<file path="src/rtl/vga_text_render_if.sv">
// Read ports between the VGA text renderer and its text buffer / font ROM.
// Both memories register their data on a clock edge where the read enable is high.
interface vga_text_render_if;
    logic [11:0] text_addr;
    logic        text_re;
    logic [15:0] text_data;
    logic [11:0] font_addr;
    logic        font_re;
    logic [7:0]  font_data;

    modport master (
        output text_addr, text_re, font_addr, font_re,
        input  text_data, font_data
    );
    modport slave (
        input  text_addr, text_re, font_addr, font_re,
        output text_data, font_data
    );
endinterface

</file>
<file path="src/rtl/vga_text_render.sv">
// Text-mode renderer: rebuilds beam position from raw syncs, fetches char/attr and glyph rows,
// and emits 12-bit CGA colour with the syncs delayed to line up with the pixel.
module vga_text_render #(
    parameter int H_BP  = 48,
    parameter int H_ACT = 640,
    parameter int V_BP  = 33,
    parameter int V_ACT = 480
) (
    input  logic              clk,
    input  logic              resetn,
    input  logic              en,
    input  logic              hsync,
    input  logic              vsync,
    vga_text_render_if.master mem,
    output logic              hsync_o,
    output logic              vsync_o,
    output logic [11:0]       rgb
);
    localparam logic [9:0]  H_FIRST = 10'(H_BP);
    localparam logic [9:0]  H_END   = 10'(H_BP + H_ACT);
    localparam logic [9:0]  V_FIRST = 10'(V_BP);
    localparam logic [9:0]  V_END   = 10'(V_BP + V_ACT);
    localparam logic [11:0] COLS    = 12'(H_ACT / 8);

    function automatic logic [9:0] sat_inc(input logic [9:0] v);
        return (v == 10'h3FF) ? v : v + 10'd1;
    endfunction

    function automatic logic [11:0] pal(input logic [3:0] idx);
        logic [11:0] c;
        case (idx)
            4'd0:    c = 12'h000;
            4'd1:    c = 12'h00A;
            4'd2:    c = 12'h0A0;
            4'd3:    c = 12'h0AA;
            4'd4:    c = 12'hA00;
            4'd5:    c = 12'hA0A;
            4'd6:    c = 12'hA50;
            4'd7:    c = 12'hAAA;
            4'd8:    c = 12'h555;
            4'd9:    c = 12'h55F;
            4'd10:   c = 12'h5F5;
            4'd11:   c = 12'h5FF;
            4'd12:   c = 12'hF55;
            4'd13:   c = 12'hF5F;
            4'd14:   c = 12'hFF5;
            default: c = 12'hFFF;
        endcase
        return c;
    endfunction

    logic       hsync_q, vsync_q;
    logic       hrise, vrise;
    logic [9:0] hpos_p0, vpos_p0;
    logic [9:0] x_p0, y_p0;
    logic       vis_p0;
    logic       vld_p1, vld_p2;
    logic [2:0] xoff_p1, xoff_p2;
    logic [3:0] yoff_p1;
    logic [3:0] fg_p2, bg_p2;
    logic       pix_p2;
    logic [3:0] hs_dly, vs_dly;

    always_comb begin
        hrise  = hsync & ~hsync_q;
        vrise  = vsync & ~vsync_q;
        x_p0   = hpos_p0 - H_FIRST;
        y_p0   = vpos_p0 - V_FIRST;
        vis_p0 = (hpos_p0 >= H_FIRST) && (hpos_p0 < H_END) &&
                 (vpos_p0 >= V_FIRST) && (vpos_p0 < V_END);
    end

    // Memory reads are gated by en so the memories advance in step with the pipeline.
    assign mem.text_re   = en & resetn;
    assign mem.font_re   = en & resetn;
    assign mem.text_addr = 12'(y_p0[9:4]) * COLS + 12'(x_p0[9:3]);
    assign mem.font_addr = {mem.text_data[7:0], yoff_p1};
    // Glyph bit 7 is the leftmost pixel, so the bit index is the inverted x offset.
    assign pix_p2        = mem.font_data[~xoff_p2];
    assign hsync_o       = hs_dly[3];
    assign vsync_o       = vs_dly[3];

    // Stage 0: sync history, beam position and the sync delay line
    always_ff @(posedge clk or negedge resetn) begin
        if (!resetn) begin
            hsync_q <= 1'b0;
            vsync_q <= 1'b0;
            hpos_p0 <= '0;
            vpos_p0 <= '0;
            hs_dly  <= 4'hF;
            vs_dly  <= 4'hF;
        end else if (en) begin
            hsync_q <= hsync;
            vsync_q <= vsync;
            hpos_p0 <= hrise ? 10'd0 : sat_inc(hpos_p0);
            if (hrise) begin
                vpos_p0 <= vrise ? 10'd0 : sat_inc(vpos_p0);
            end
            hs_dly  <= {hs_dly[2:0], hsync};
            vs_dly  <= {vs_dly[2:0], vsync};
        end
    end

    // Stage 1: text buffer read in flight
    always_ff @(posedge clk or negedge resetn) begin
        if (!resetn) begin
            vld_p1  <= 1'b0;
            xoff_p1 <= '0;
            yoff_p1 <= '0;
        end else if (en) begin
            vld_p1  <= vis_p0;
            xoff_p1 <= x_p0[2:0];
            yoff_p1 <= y_p0[3:0];
        end
    end

    // Stage 2: font ROM read in flight, attribute captured
    always_ff @(posedge clk or negedge resetn) begin
        if (!resetn) begin
            vld_p2  <= 1'b0;
            xoff_p2 <= '0;
            fg_p2   <= '0;
            bg_p2   <= '0;
        end else if (en) begin
            vld_p2  <= vld_p1;
            xoff_p2 <= xoff_p1;
            fg_p2   <= mem.text_data[11:8];
            bg_p2   <= mem.text_data[15:12];
        end
    end

    // Stage 3: colour out
    always_ff @(posedge clk or negedge resetn) begin
        if (!resetn) begin
            rgb <= '0;
        end else if (en) begin
            rgb <= vld_p2 ? pal(pix_p2 ? fg_p2 : bg_p2) : 12'h000;
        end
    end
endmodule
</file>
<file path="src/flat_wrapper.sv">
// flat-port wrapper written by rule: the top's interface ports become plain ports
module vga_text_render_flat 
#(
    parameter int H_BP  = 48,
    parameter int H_ACT = 640,
    parameter int V_BP  = 33,
    parameter int V_ACT = 480
)
  (clk, resetn, en, hsync, vsync, hsync_o, vsync_o, rgb, mem_text_addr, mem_text_re, mem_font_addr, mem_font_re, mem_text_data, mem_font_data);
  vga_text_render_if mem_i ();
  input  logic clk;
  input  logic resetn;
  input  logic en;
  input  logic hsync;
  input  logic vsync;
  output logic hsync_o;
  output logic vsync_o;
  output logic [11:0] rgb;
  output wire logic [$bits(mem_i.text_addr)-1:0] mem_text_addr;
  output wire logic [$bits(mem_i.text_re)-1:0] mem_text_re;
  output wire logic [$bits(mem_i.font_addr)-1:0] mem_font_addr;
  output wire logic [$bits(mem_i.font_re)-1:0] mem_font_re;
  input wire logic [$bits(mem_i.text_data)-1:0] mem_text_data;
  input wire logic [$bits(mem_i.font_data)-1:0] mem_font_data;
  assign mem_text_addr = mem_i.text_addr;
  assign mem_text_re = mem_i.text_re;
  assign mem_font_addr = mem_i.font_addr;
  assign mem_font_re = mem_i.font_re;
  assign mem_i.text_data = mem_text_data;
  assign mem_i.font_data = mem_font_data;
  vga_text_render #(.H_BP(H_BP), .H_ACT(H_ACT), .V_BP(V_BP), .V_ACT(V_ACT)) u_core (.clk(clk), .resetn(resetn), .en(en), .hsync(hsync), .vsync(vsync), .mem(mem_i), .hsync_o(hsync_o), .vsync_o(vsync_o), .rgb(rgb));
endmodule
</file>
<file path="config.mk">
export PLATFORM = sky130hd
export DESIGN_NAME = vga_text_render_flat
export DESIGN_NICKNAME = d
export VERILOG_FILES = /design/src/rtl/vga_text_render_if.sv /design/src/rtl/vga_text_render.sv /design/src/flat_wrapper.sv
export SDC_FILE = /design/constraint.sdc
export NUM_CORES = 1
export LEC_CHECK = 0
export CAP_MARGIN = 20
export CORE_UTILIZATION = 40
export CTS_CLUSTER_SIZE = 10
export DETAILED_ROUTE_END_ITERATION = 10
export DONT_BUFFER_PORTS = 1
export PLACE_DENSITY = 0.59
export SYNTH_ARGS = -nofsm -noshare
export SYNTH_HDL_FRONTEND = slang
export SYNTH_SLANG_ARGS = --single-unit
</file>
<file path="constraint.sdc">
create_clock -name clk -period 7.2 [get_ports clk]
set_input_delay 1.44 -clock clk [delete_from_list [all_inputs] [get_ports clk]]
set_output_delay 1.44 -clock clk [all_outputs]
set_load 0.01 [all_outputs]
</file>
==> flow_metrics.tcl <==
set metrics [dict create \
    run_status "complete, no violations" \
    hold_buffers 0 \
    hold_viol_final 0 \
    hold_class "reg -> reg" \
    async_flop_share 1.00 \
    cts_tree "done" \
    maxCapViolations 0 \
    setup_slack_ns 2.09 \
    min_period_ns 5.11 \
    htree_levels 2 \
    syn_to_final_growth_pct 0.331 \
    tightest_slew_ns 0.796 \
    start_util 0.414 \
    combinationalPowerShare 0.417 \
    clock_skew_ns 0.00473 \
    drt-total-wl_um 6080 \
    p_total_w 0.00102 \
    grt_pass1_wl_um 10300 \
    synth.net_count 390 \
    fin_crit_sh 0.710 \
    postSynthRegisterBits 55 \
    ant_nets 0 \
    cts_setup_buffers 0 \
    drive_above_1_share 0.129 \
    synthTopCellsByArea "dfrtp_1 (35%), mux2_2 (6.6%), dfstp_2 (6.2%)" \
    final-setup-viol-count 0 \
    r2r-end "u_core.hpos_p0[9]$_DFFE_PN0P_" \
    ys_types 49 \
    wire_per_inst_um 14.3 \
    rsz0062_at_grt "no" \
    root_buffer "clkbuf_8" \
    antenna_found_initial 0 \
    hpwlAfterDp_um 4430 \
    dieWidth_um 94.2 \
    gp_congestion 0.858 \
    coreArea_um2 8220 \
    port_buffers 0 \
    tns_ns 0 \
    syn_area_um2 3400 \
    cp.required_ns 5.76 \
    grt_pass1_vias 2212 \
    drc 0 \
    synthCells 344 \
    maxClockFrequency_mhz 196 \
    synth_top_area_share 0.346 \
    clock_path_buffers 2 \
    cp-end-kind "output pin" \
    die_h_um 94.2 \
    antennaDiodeCount 0 \
    switchingPower_w 0.000389 \
    ys_warn_count 0 \
    fp-row-count 33 \
    insertion_delay_ns 0.30 \
    pwr-share-seq 0.413 \
    critPathMaxFanout 8 \
    cp-start-kind "register" \
    ir_drop_uv 159 \
    dieArea_um2 8870 \
    drv_slew 0 \
    via_per_inst 5.33 \
    switching_share 0.383 \
    grt_max_degree 57 \
    final_nets 364 \
    synth_edf_count 0 \
    vias 2259 \
    synth_top_flop_cell "dfrtp_1" \
    r2r_cells 6 \
    cp-startpoint "u_core.vpos_p0[0]$_DFFE_PN0P_" \
    slew_headroom 0.463 \
    grt_usage 0.146 \
    leakagePower_nw 1.45 \
    endpoint "mem_text_addr[11]" \
    path_clk_slew_ns 0.09 \
    cts_resized 0 \
    p_per_area_nw_per_um2 298 \
    whs_ns 0.480 \
    synth_seq_area_share 0.408 \
    cp.arrival_ns 3.67 \
    critical_path_class "reg -> out" \
    p_clk_frac 0.170 \
    avgSynthCellArea_um2 9.88 \
    reg2reg_from "u_core.hpos_p0[5]$_DFFE_PN0P_" \
    cts_buffers 5 \
    r2r_slack_ns 5.11 \
    drt-pass1-iter-count 4 \
    internal-power_w 0.000627 \
    synth_top_area_cell "dfrtp_1" \
    cts_sinks 55 \
    dp_slack_ns 2.42 \
    fin_util 0.415 \
    drt_iter0_markers 97 \
    grt-ovfl-total 0 \
    ios 69 \
]
==> area by class of cell <==
| cell class | count | area [µm²] |
|---|---|---|
| Inverter | 23 | 86.3 |
| Tap cell | 105 | 131 |
| Fill cell | 801 | 4810 |
| Clock buffer | 7 | 86.3 |
| Clock inverter | 1 | 5.00 |
| Sequential cell | 55 | 1390 |
| Multi-Input combinational cell | 233 | 1710 |
==> state kept, by name (all words and copies together) (netlist names) <==
| signal | count |
|---|---|
| u_core.yoff_p1 | 4 |
| u_core.xoff_p1 | 3 |
| u_core.fg_p2 | 4 |
| u_core.bg_p2 | 4 |
| u_core.vld_p2 | 1 |
| u_core.vpos_p0 | 10 |
| u_core.rgb | 5 |
| u_core.vld_p1 | 1 |
| u_core.hsync_q | 1 |
| u_core.vsync_q | 1 |
| u_core.xoff_p2 | 3 |
| u_core.hs_dly | 4 |
| u_core.vs_dly | 4 |
| u_core.hpos_p0 | 10 |
==> worst min path at each step <==
stage                                       startpoint                           end  slack [ns]  cells after the start
after global placement    u_core.hs_dly[0]$_DFFE_PN1P_  u_core.hs_dly[0]$_DFFE_PN1P_        0.46                      2
after detailed placement  u_core.hs_dly[0]$_DFFE_PN1P_  u_core.hs_dly[0]$_DFFE_PN1P_        0.47                      2
after CTS                 u_core.hs_dly[0]$_DFFE_PN1P_  u_core.hs_dly[0]$_DFFE_PN1P_        0.48                      2
after floorplan           u_core.hs_dly[0]$_DFFE_PN1P_  u_core.hs_dly[0]$_DFFE_PN1P_        0.45                      2
final                     u_core.vs_dly[0]$_DFFE_PN1P_  u_core.vs_dly[0]$_DFFE_PN1P_        0.48                      2
after global routing      u_core.hs_dly[0]$_DFFE_PN1P_  u_core.hs_dly[0]$_DFFE_PN1P_        0.50                      2
==> power by group through the flow <==
stage / combinational (W) / clock [W] / sequential, W
after global placement: 0.000413 / 0 / 0.000423
after detailed placement: 0.000428 / 0 / 0.000426
after global routing: 0.000472 / 0.000193 / 0.000428
after floorplan: 0.000377 / 0 / 0.000404
after CTS: 0.000431 / 0.000183 / 0.000419
final: 0.000424 / 0.000173 / 0.000419
==> metrics by stage <==
step	area [µm²]	std cells
after floorplan	3400	344
after global placement	3320	416
after detailed placement	3320	416
after CTS	3410	424
after global routing	3410	424
final	3410	424
==> cells in the final DEF (no fill, tap or decap), types with 3 or more instances in the layout <==
cell       n
mux2i_1    4
nor2b_1    6
nand2b_1   5
ha_1      15
nand3_1    7
nor2_1    23
a21o_1     5
o22ai_1    6
xnor2_1   19
dfrtp_1   47
clkbuf_8   6
dfstp_2    8
o31ai_1    3
nor3_1     8
a31oi_1    3
a21oi_1   16
nand4_1    5
xor2_1    11
mux2_2    20
or3_1      3
o21ai_0   19
nand2_1   24
inv_1     23
==> worst max-delay path, stage by stage, from the launching register on <==
cell and delay, ns:
dfrtp_1 0.46, inv_1 0.11, ha_1 0.18, or4b_4 0.50, a21oi_1 0.20, xor2_1 0.23, ha_1 0.30, fa_1 0.47
a21o_1 0.17, a21oi_1 0.16, xor2_1 0.20, xnor2_1 0.11, xnor2_1 0.28
==> synthesized netlist by cell type (4+ instances only) <==
| cell | number |
|---|---|
| dfrtp_1 | 47 |
| nand2_1 | 24 |
| inv_1 | 23 |
| nor2_1 | 23 |
| buf_4 | 21 |
| mux2_2 | 20 |
| o21ai_0 | 19 |
| xnor2_1 | 19 |
| a21oi_1 | 16 |
| ha_1 | 15 |
| xor2_1 | 11 |
| dfstp_2 | 8 |
| nor3_1 | 8 |
| buf_2 | 7 |
| nand3_1 | 7 |
| nor2b_1 | 6 |
| o22ai_1 | 6 |
| a21o_1 | 5 |
| nand2b_1 | 5 |
| nand4_1 | 5 |
| clkbuf_1 | 4 |
| mux2i_1 | 4 |
==> routing by layer <==
metal,track usage,part of all wire
met1,0.194,0.46
met4,0.0410,0.010
met3,0.0316,0.041
met2,0.237,0.48
met5,0,0
==> logic make-up (layout without fill, tap and decap cells) <==
logic type	Yosys count	after routing	share of synthesized area
compound gates	65	65	0.120
xor+xnor	30	30	0.0773
fa+ha+maj	17	17	0.0670
buf+inv	56	31	0.0876
flops	55	55	0.408
mux	27	27	0.100
simple gates	94	94	0.140
No activity file was read; power rests on OpenSTA's default activity.
